**config.mk**
```make
export PLATFORM = sky130hd
export DESIGN_NAME = mips_fetch_unit
export DESIGN_NICKNAME = d
export VERILOG_FILES = /design/src/rtl/mips_pkg.sv /design/src/rtl/mips_fetch_unit.sv
export SDC_FILE = /design/constraint.sdc
export NUM_CORES = 1
export LEC_CHECK = 0
export CORE_MARGIN = 1.5
export CORE_UTILIZATION = 41
export CTS_BUF_LIST = sky130_fd_sc_hd__clkbuf_4
export CTS_CLUSTER_DIAMETER = 80
export DETAILED_ROUTE_END_ITERATION = 8
export PLACE_DENSITY = 0.77
export SLEW_MARGIN = 20
export SYNTH_ARGS = -nofsm -noshare
export SYNTH_HDL_FRONTEND = slang
export SYNTH_SLANG_ARGS = --single-unit
export TNS_END_PERCENT = 20
```
**constraint.sdc**
```tcl
create_clock -name clk -period 2.95 [get_ports clk]
set_clock_uncertainty 0.05 [all_clocks]
set_input_delay 0.59 -clock clk [delete_from_list [all_inputs] [get_ports clk]]
set_output_delay 0.59 -clock clk [all_outputs]
set_load 0.1 [all_outputs]
```
**src/rtl/mips_pkg.sv**
```systemverilog
// Shared definitions for the Mips core, its decode logic and the fetch stage.
package mips_pkg;

    localparam int MIPS_ADDR_W = 6;
    localparam int MIPS_DATA_W = 32;
    localparam logic [MIPS_DATA_W-1:0] MIPS_HALT_WORD = 32'hFFFF_FFFF;

    typedef enum logic [1:0] {
        START  = 2'd0,
        RUN    = 2'd1,
        HALTED = 2'd2
    } fetch_state_t;

endpackage

```
**src/rtl/mips_fetch_unit.sv**
```systemverilog
// Instruction fetch: owns the PC, reads a sync ROM, hands one instruction per cycle to the core.
// Latency: first instr_valid on the 3rd edge after reset release; 2 cycles from redirect to target.
// Backpressure: stall freezes PC and outputs; redirect overrides stall; a consumed HALT_WORD freezes everything.
module mips_fetch_unit
    import mips_pkg::*;
#(
    parameter int                 ADDR_W    = mips_pkg::MIPS_ADDR_W,
    parameter int                 DATA_W    = mips_pkg::MIPS_DATA_W,
    parameter logic [ADDR_W-1:0]  RESET_PC  = '0,
    parameter logic [DATA_W-1:0]  HALT_WORD = DATA_W'(mips_pkg::MIPS_HALT_WORD)
) (
    input  logic              clk,
    input  logic              reset,
    input  logic              stall,
    input  logic              branch_taken,
    input  logic [ADDR_W-1:0] branch_target,
    output logic [ADDR_W-1:0] imem_addr,
    input  logic [DATA_W-1:0] imem_data,
    output logic [DATA_W-1:0] instr,
    output logic              instr_valid,
    output logic [ADDR_W-1:0] InstructionNum,
    output logic              halted
);

    fetch_state_t      state_q, state_d;
    logic [ADDR_W-1:0] pc_q, pc_d;
    logic [ADDR_W-1:0] fetch_pc_q, fetch_pc_d;
    logic              fetch_valid_q, fetch_valid_d;
    logic [DATA_W-1:0] instr_q, instr_d;
    logic [ADDR_W-1:0] num_q, num_d;
    logic              valid_q, valid_d;
    logic              halted_q, halted_d;
    logic [DATA_W-1:0] hold_dat_q, hold_dat_d;
    logic              hold_vld_q, hold_vld_d;
    logic              halt_consumed;

    assign halt_consumed = valid_q && (instr_q == HALT_WORD) && !stall;

    always_comb begin
        state_d       = state_q;
        pc_d          = pc_q;
        fetch_pc_d    = fetch_pc_q;
        fetch_valid_d = fetch_valid_q;
        instr_d       = instr_q;
        num_d         = num_q;
        valid_d       = valid_q;
        halted_d      = halted_q;
        hold_dat_d    = hold_dat_q;
        hold_vld_d    = hold_vld_q;

        case (state_q)
            START: state_d = RUN;
            RUN: begin
                if (halt_consumed) begin
                    state_d  = HALTED;
                    halted_d = 1'b1;
                    valid_d  = 1'b0;
                end else if (branch_taken) begin
                    pc_d          = branch_target;
                    fetch_valid_d = 1'b0;
                    valid_d       = 1'b0;
                    hold_vld_d    = 1'b0;
                end else if (stall) begin
                    // The ROM keeps reading pc while stalled, so the word for
                    // fetch_pc_q is only on imem_data for the first stalled cycle.
                    if (!hold_vld_q) begin
                        hold_dat_d = imem_data;
                        hold_vld_d = 1'b1;
                    end
                end else begin
                    pc_d          = pc_q + ADDR_W'(1);
                    fetch_pc_d    = pc_q;
                    fetch_valid_d = 1'b1;
                    instr_d       = hold_vld_q ? hold_dat_q : imem_data;
                    num_d         = fetch_pc_q;
                    valid_d       = fetch_valid_q;
                    hold_vld_d    = 1'b0;
                end
            end
            HALTED: ;
            default: state_d = START;
        endcase
    end

    always_ff @(posedge clk or posedge reset) begin
        if (reset) begin
            state_q       <= START;
            pc_q          <= RESET_PC;
            fetch_pc_q    <= '0;
            fetch_valid_q <= 1'b0;
            instr_q       <= '0;
            num_q         <= '0;
            valid_q       <= 1'b0;
            halted_q      <= 1'b0;
            hold_dat_q    <= '0;
            hold_vld_q    <= 1'b0;
        end else begin
            state_q       <= state_d;
            pc_q          <= pc_d;
            fetch_pc_q    <= fetch_pc_d;
            fetch_valid_q <= fetch_valid_d;
            instr_q       <= instr_d;
            num_q         <= num_d;
            valid_q       <= valid_d;
            halted_q      <= halted_d;
            hold_dat_q    <= hold_dat_d;
            hold_vld_q    <= hold_vld_d;
        end
    end

    assign imem_addr      = pc_q;
    assign instr          = instr_q;
    assign instr_valid    = valid_q;
    assign InstructionNum = num_q;
    assign halted         = halted_q;

endmodule

```
==> run summary <==
* outcome: completed
* most frequent cell after synthesis: dfrtp_1
* final count of negative-setup-slack endpoints: 0
* hold_buf cts: 0
* HPWL after detailed placement: 5990 um
* synthesized flop and latch total: 88
* detail-routed via count per cell: 5.34
* commonest register cell after synthesis: dfrtp_1
* Cell Chain, Critical Path: clkdlybuf4s50_1, nand4b_1, nor4_2, nand3_2, and2_4, mux2_1
* kind of launch point of the worst setup path: primary input
* total of warnings raised by yosys: 0
* cell type of the slowest stage on the worst timing path: clkdlybuf4s50_1
* Worst Max-Slew Pin Slew: 0.765 ns
* Synth top area share: 58.2%
* via count of the first global-routing pass: 2813
* vertical die dimension: 99.1 um
* maximum ir drop on the vdd rail: 403 uV
* Tot GR Track Use: 18.1%
* leading post-synthesis cells by cell area: dfrtp_1, mux2i_1, nor2_1
* final critical path time including I/O delays and setup: 2.22 ns
* number of standard-cell rows in the floorplan: 34
* clock latency on the worst-skew pair: 0.40 ns
* library cell occupying the most area in the post-synthesis netlist: dfrtp_1
* total count of hold-check failures in the final report: 0
* total power per unit cell area: 742 nW/um^2
* Max stage delay on crit path: 0.46 ns
* cell at the root of the clock tree: clkbuf_4
* leakage component of the power: 2.00 nW
* Worst EP arrival: 2.47 ns
* remaining max-slew budget at the tightest pin: 49.0%
* DRT Wirelength: 8450 um
* count of antenna diodes in the layout: 0
* Final Slew Violations: 0
* share of post-route cells with drive strength above 1: 20.0%
* synth-to-layout area growth: 25.8%
* die width: 99.1 um
* RSZ-0062 raised after global routing: no
* sequential area share after synthesis: 58.2%
* total negative setup slack: 0 ns
* Cells after Synth: 343
* antenna violations before repair: 0
* Clock Tree Buf Depth: 2
* Initial DRC Count: 142
* final cell utilization of the core: 53.8%
* vias: 2875
* DR DRC count: 0
* TritonCTS Sinks: 88
* netlist area before placement: 3780 sq um
* list of most frequent post-synthesis cells: dfrtp_1, nor2_1, a21oi_1
* CTS H-tree lvls: 3
* type of element capturing the critical path: register
* clock tree from TritonCTS: yes
* Post-Synthesis Net Count: 386
* Antenna Nets Post-Route: 0
* fin crit share: 75.4%
* HP Class: reg2reg
* distinct cell type count after synthesis: 30
* clk slew on worst S/H paths: 0.12 ns
* mean cell area of the mapped netlist: 11.0 sq um
* Post-CTS Setup Repair Bufs: 0
* Net count, final: 469
* EDFF count, synth: 0
* pin count of the biggest net entering global routing: 89
* Worst Path Class, Setup: in2reg
* count of pins on the block boundary: 88
* multi-input combinational cell area: 1470 sq um
* global-route congestion overflow total: 0
* register cell area after layout: 2200 sq um
* number of clock buffers inserted by TritonCTS: 9
* number of I/O port buffers: 87
* post-cts resize count: 0
* max-cap violation count: 0
* first-pass detailed-route iteration total: 5
* post-detailed-route wirelength per cell: 15.7 um
* fill cell total of the finished layout: 790
* Die Outline Area: 9820 sq um
* initial standard-cell utilization of the core: 42.8%
* Synth async-reset ratio: 100%
* Critical Path RT: 3.20 ns
* placeable core region: 8850 sq um
* Max Fclk: 450 MHz
* wire length of the first global-routing pass: 14000 um
* maximum fanout count along the critical path: 20
* placer congestion estimate: 0.755
==> kinds of logic after synthesis <==
kind of cell | after synthesis | synth area share (%)
flops | 88 | 58.2
compound gates | 79 | 11.7
mux | 50 | 14.7
xor+xnor | 4 | 0.926
buf+inv | 27 | 3.31
fa+ha+maj | 1 | 0.331
simple gates | 94 | 10.8
==> final cells by class <==
class                      count  share of cell area [%]
sequential                    88                    46.3
multi-input combinational    228                    30.8
timing repair buffer          95                    17.4
tap                          108                    2.84
clock buffer                  12                    1.89
clock inverter                 3                   0.420
inverter                       4                   0.342
==> layout by cell type (no fill, tap or decap), drive strengths merged, types with 2 or more instances in the layout <==
cell type and count:
mux2 16, nand4 7, nor2 67, clkdlybuf4s50 41
clkbuf 12, mux2i 34, buf 54, nand3 3
clkinv 2, a21oi 42, o21ai 5, nand2b 2
nand2 8, nor3 3, inv 3, clkinvlp 2
dfrtp 88, a31oi 29, xor2 2, xnor2 2
==> power by group <==
| group | switching, mW | total, mW | internal (mW) |
|---|---|---|---|
| clock | 0.365 | 0.562 | 0.197 |
| sequential | 0.159 | 1.56 | 1.40 |
| combinational | 1.04 | 1.41 | 0.369 |
| total | 1.57 | 3.53 | 1.96 |
==> worst paths after layout <==
check / start / endpoint / slack (ns) / cells after the start
setup / recovery: stall / fetch_pc_q[2]$_DFFE_PP0P_ / 0.73 / 6
hold / removal: state_q[1]$_DFFE_PP0P_ / state_q[0]$_DFFE_PP0P_ / 0.43 / 1
setup reg to reg: instr[14]$_DFFE_PP0P_ / fetch_pc_q[2]$_DFFE_PP0P_ / 0.87 / 5
hold reg to reg: state_q[1]$_DFFE_PP0P_ / state_q[0]$_DFFE_PP0P_ / 0.43 / 1
max in group asynchronous: reset / hold_vld_q$_DFFE_PP0P_ / 1.95 / 3
min in group asynchronous: reset / instr[24]$_DFFE_PP0P_ / 0.56 / 3
==> layer usage <==
| metal | vias to the layer above | part of all wire [%] | GRT usage [%] |
|---|---|---|---|
| li1 | 1366 | - | - |
| met1 | 1430 | 44 | 24.2 |
| met2 | 73 | 50 | 29.5 |
| met3 | 6 | 4.9 | 5.18 |
| met4 | 0 | 0.75 | 4.33 |
| met5 | - | 0 | 0 |
==> registers in the layout, summed over array words and instances, names as in the netlist <==
name,cells
instr,32
InstructionNum,6
hold_dat_q,32
fetch_pc_q,6
hold_vld_q,1
imem_addr,6
instr_valid,1
fetch_valid_q,1
halted,1
state_q,2
==> through the flow <==
step	area, sq um	cells	setup slack [ns]	hold slack, ns	power [mW]
6_report	4760	538	0.726	0.431	3.53
5_1_grt	4760	538	0.675	0.456	3.71
4_1_cts	4760	538	0.771	0.427	3.57
3_5_place_dp	4650	523	0.305	0.409	3.00
3_3_place_gp	4650	523	0.409	0.401	2.97
2_1_floorplan	3780	343	0.0314	0.385	2.65
==> critical path: cells and delay by family <==
family,cells,cell delay (ns)
muxes,1,0.34
buffers and inverters,1,0.46
and+or+nand+nor,4,1.06
No activity file was read; power rests on OpenSTA's default activity.
==> RTL edit (same settings) <==
Reset style: synchronous (`reset`), changed in one clocked block.
--- a/src/rtl/mips_fetch_unit.sv
+++ b/src/rtl/mips_fetch_unit.sv
@@ -82,7 +82,7 @@
         endcase
     end
 
-    always_ff @(posedge clk or posedge reset) begin
+    always_ff @(posedge clk) begin
         if (reset) begin
             state_q       <= START;
             pc_q          <= RESET_PC;
Formal check against the unedited RTL: differs if reset is asserted again (counterexample within 4 cycles, from zero or initial values and one cycle with reset high); with reset held inactive, the same outputs for 4 cycles.
==> RTL edit against the original RTL <==
- count of clock-buffer cells in the layout down 3
- worst setup slack improved by 0.097 ns
- sequential share of layout area is 8.9 points lower
- wire length is 3.5% higher
- sequential cell count unchanged
- worst hold slack worse by 0.016 ns
- final area down 0.95%
- highest routed layer unchanged
- synthesized area fell by 3.0%
Power is not compared: it rests on default switching activity, and its combinational part moved more than twofold at a synthesized area within 25%.
==> RTL edit: results <==
set metrics [dict create \
    grt_max_degree 32 \
    nets 529 \
    met3WireLength_um 477 \
    dp_cells 583 \
    synth_fp_nets 449 \
    min_delay_path_depth 2 \
    synthAdderAreaFrac_pct 0.341 \
    topRoutingLayerUsed "met4" \
    grt_usage_pct 18.8 \
    synth_area_leaders "dfxtp_1, mux2i_1, nand2_1" \
    reg2reg_from "instr[27]" \
    hold_slack_ns 0.415 \
    critPathMaxFanout 8 \
    worstMarginPinSlew_ns 0.765 \
    grt_use_met3_pct 5.18 \
    grt_pass1_vias 3085 \
    hold_path_startpoint "hold_dat_q[25]" \
    r2r_slack_ns 1.04 \
    synth_area_per_cell_um2 9.04 \
    grt_pass1_wl_um 14600 \
    met2_length_um 4150 \
    synth-compound-area-share_pct 18.4 \
    status "complete, no violations" \
    synth_xor_area_share_pct 0 \
    first_pass_iters 4 \
    gr-usage-met1_pct 24.1 \
    multi_input_comb_area_mm2 0.00177 \
    synth_mux_area_share_pct 12.3 \
    fin_total_pwr_mw 2.59 \
    synthArstFlopShare_pct 0 \
    hold_end "hold_dat_q[25]" \
    synth_common_cells "dfxtp_1, nand2_1, a21oi_1, mux2i_1, nor2_1" \
    drive_above_1_share_pct 18.9 \
    dp_hpwl_um 6170 \
    gp_congestion 0.839 \
    ys.flop_type "dfxtp_1" \
    place_area_mm2 0.00453 \
    clk_latency_ns 0.43 \
    crit_arrival_ns 2.41 \
    grt_util_met2_pct 31.1 \
    fillers 804 \
    wl_per_cell_um 14.6 \
    vias_per_cell 5.28 \
    ys_types 37 \
    first_iter_violations 118 \
    wl_met1_um 4020 \
    pre_cts_slack_ns 0.393 \
]
RTL edit: changes by cell type after synthesis, moves of 28 or more:
cell | unedited run | this run
dfrtp_1 | 88 | 0
dfxtp_1 | 0 | 88
nand2_1 | 8 | 68
a31oi_1 | 29 | 0
nor2_1 | 67 | 39
RTL edit: layout make-up:
cell class	count	area share [%]
multi-input combinational	285	37.5
clock inverter	7	2.49
tap	108	2.87
inverter	3	0.239
timing repair buffer	99	18.1
sequential	88	37.4
clock buffer	9	1.43
RTL edit: critical path, cell delays in order:
cell and delay [ns]:
clkdlybuf4s50_1 0.49, nand4b_4 0.21, nor4_4 0.41, and3_1 0.40
nor4_1 0.09, a31o_1 0.21
RTL edit: logic make-up after synthesis:
logic type      count (synthesis)
simple gates                  136
buf+inv                        33
mux                            45
compound gates                103
flops                          88
fa+ha+maj                       1
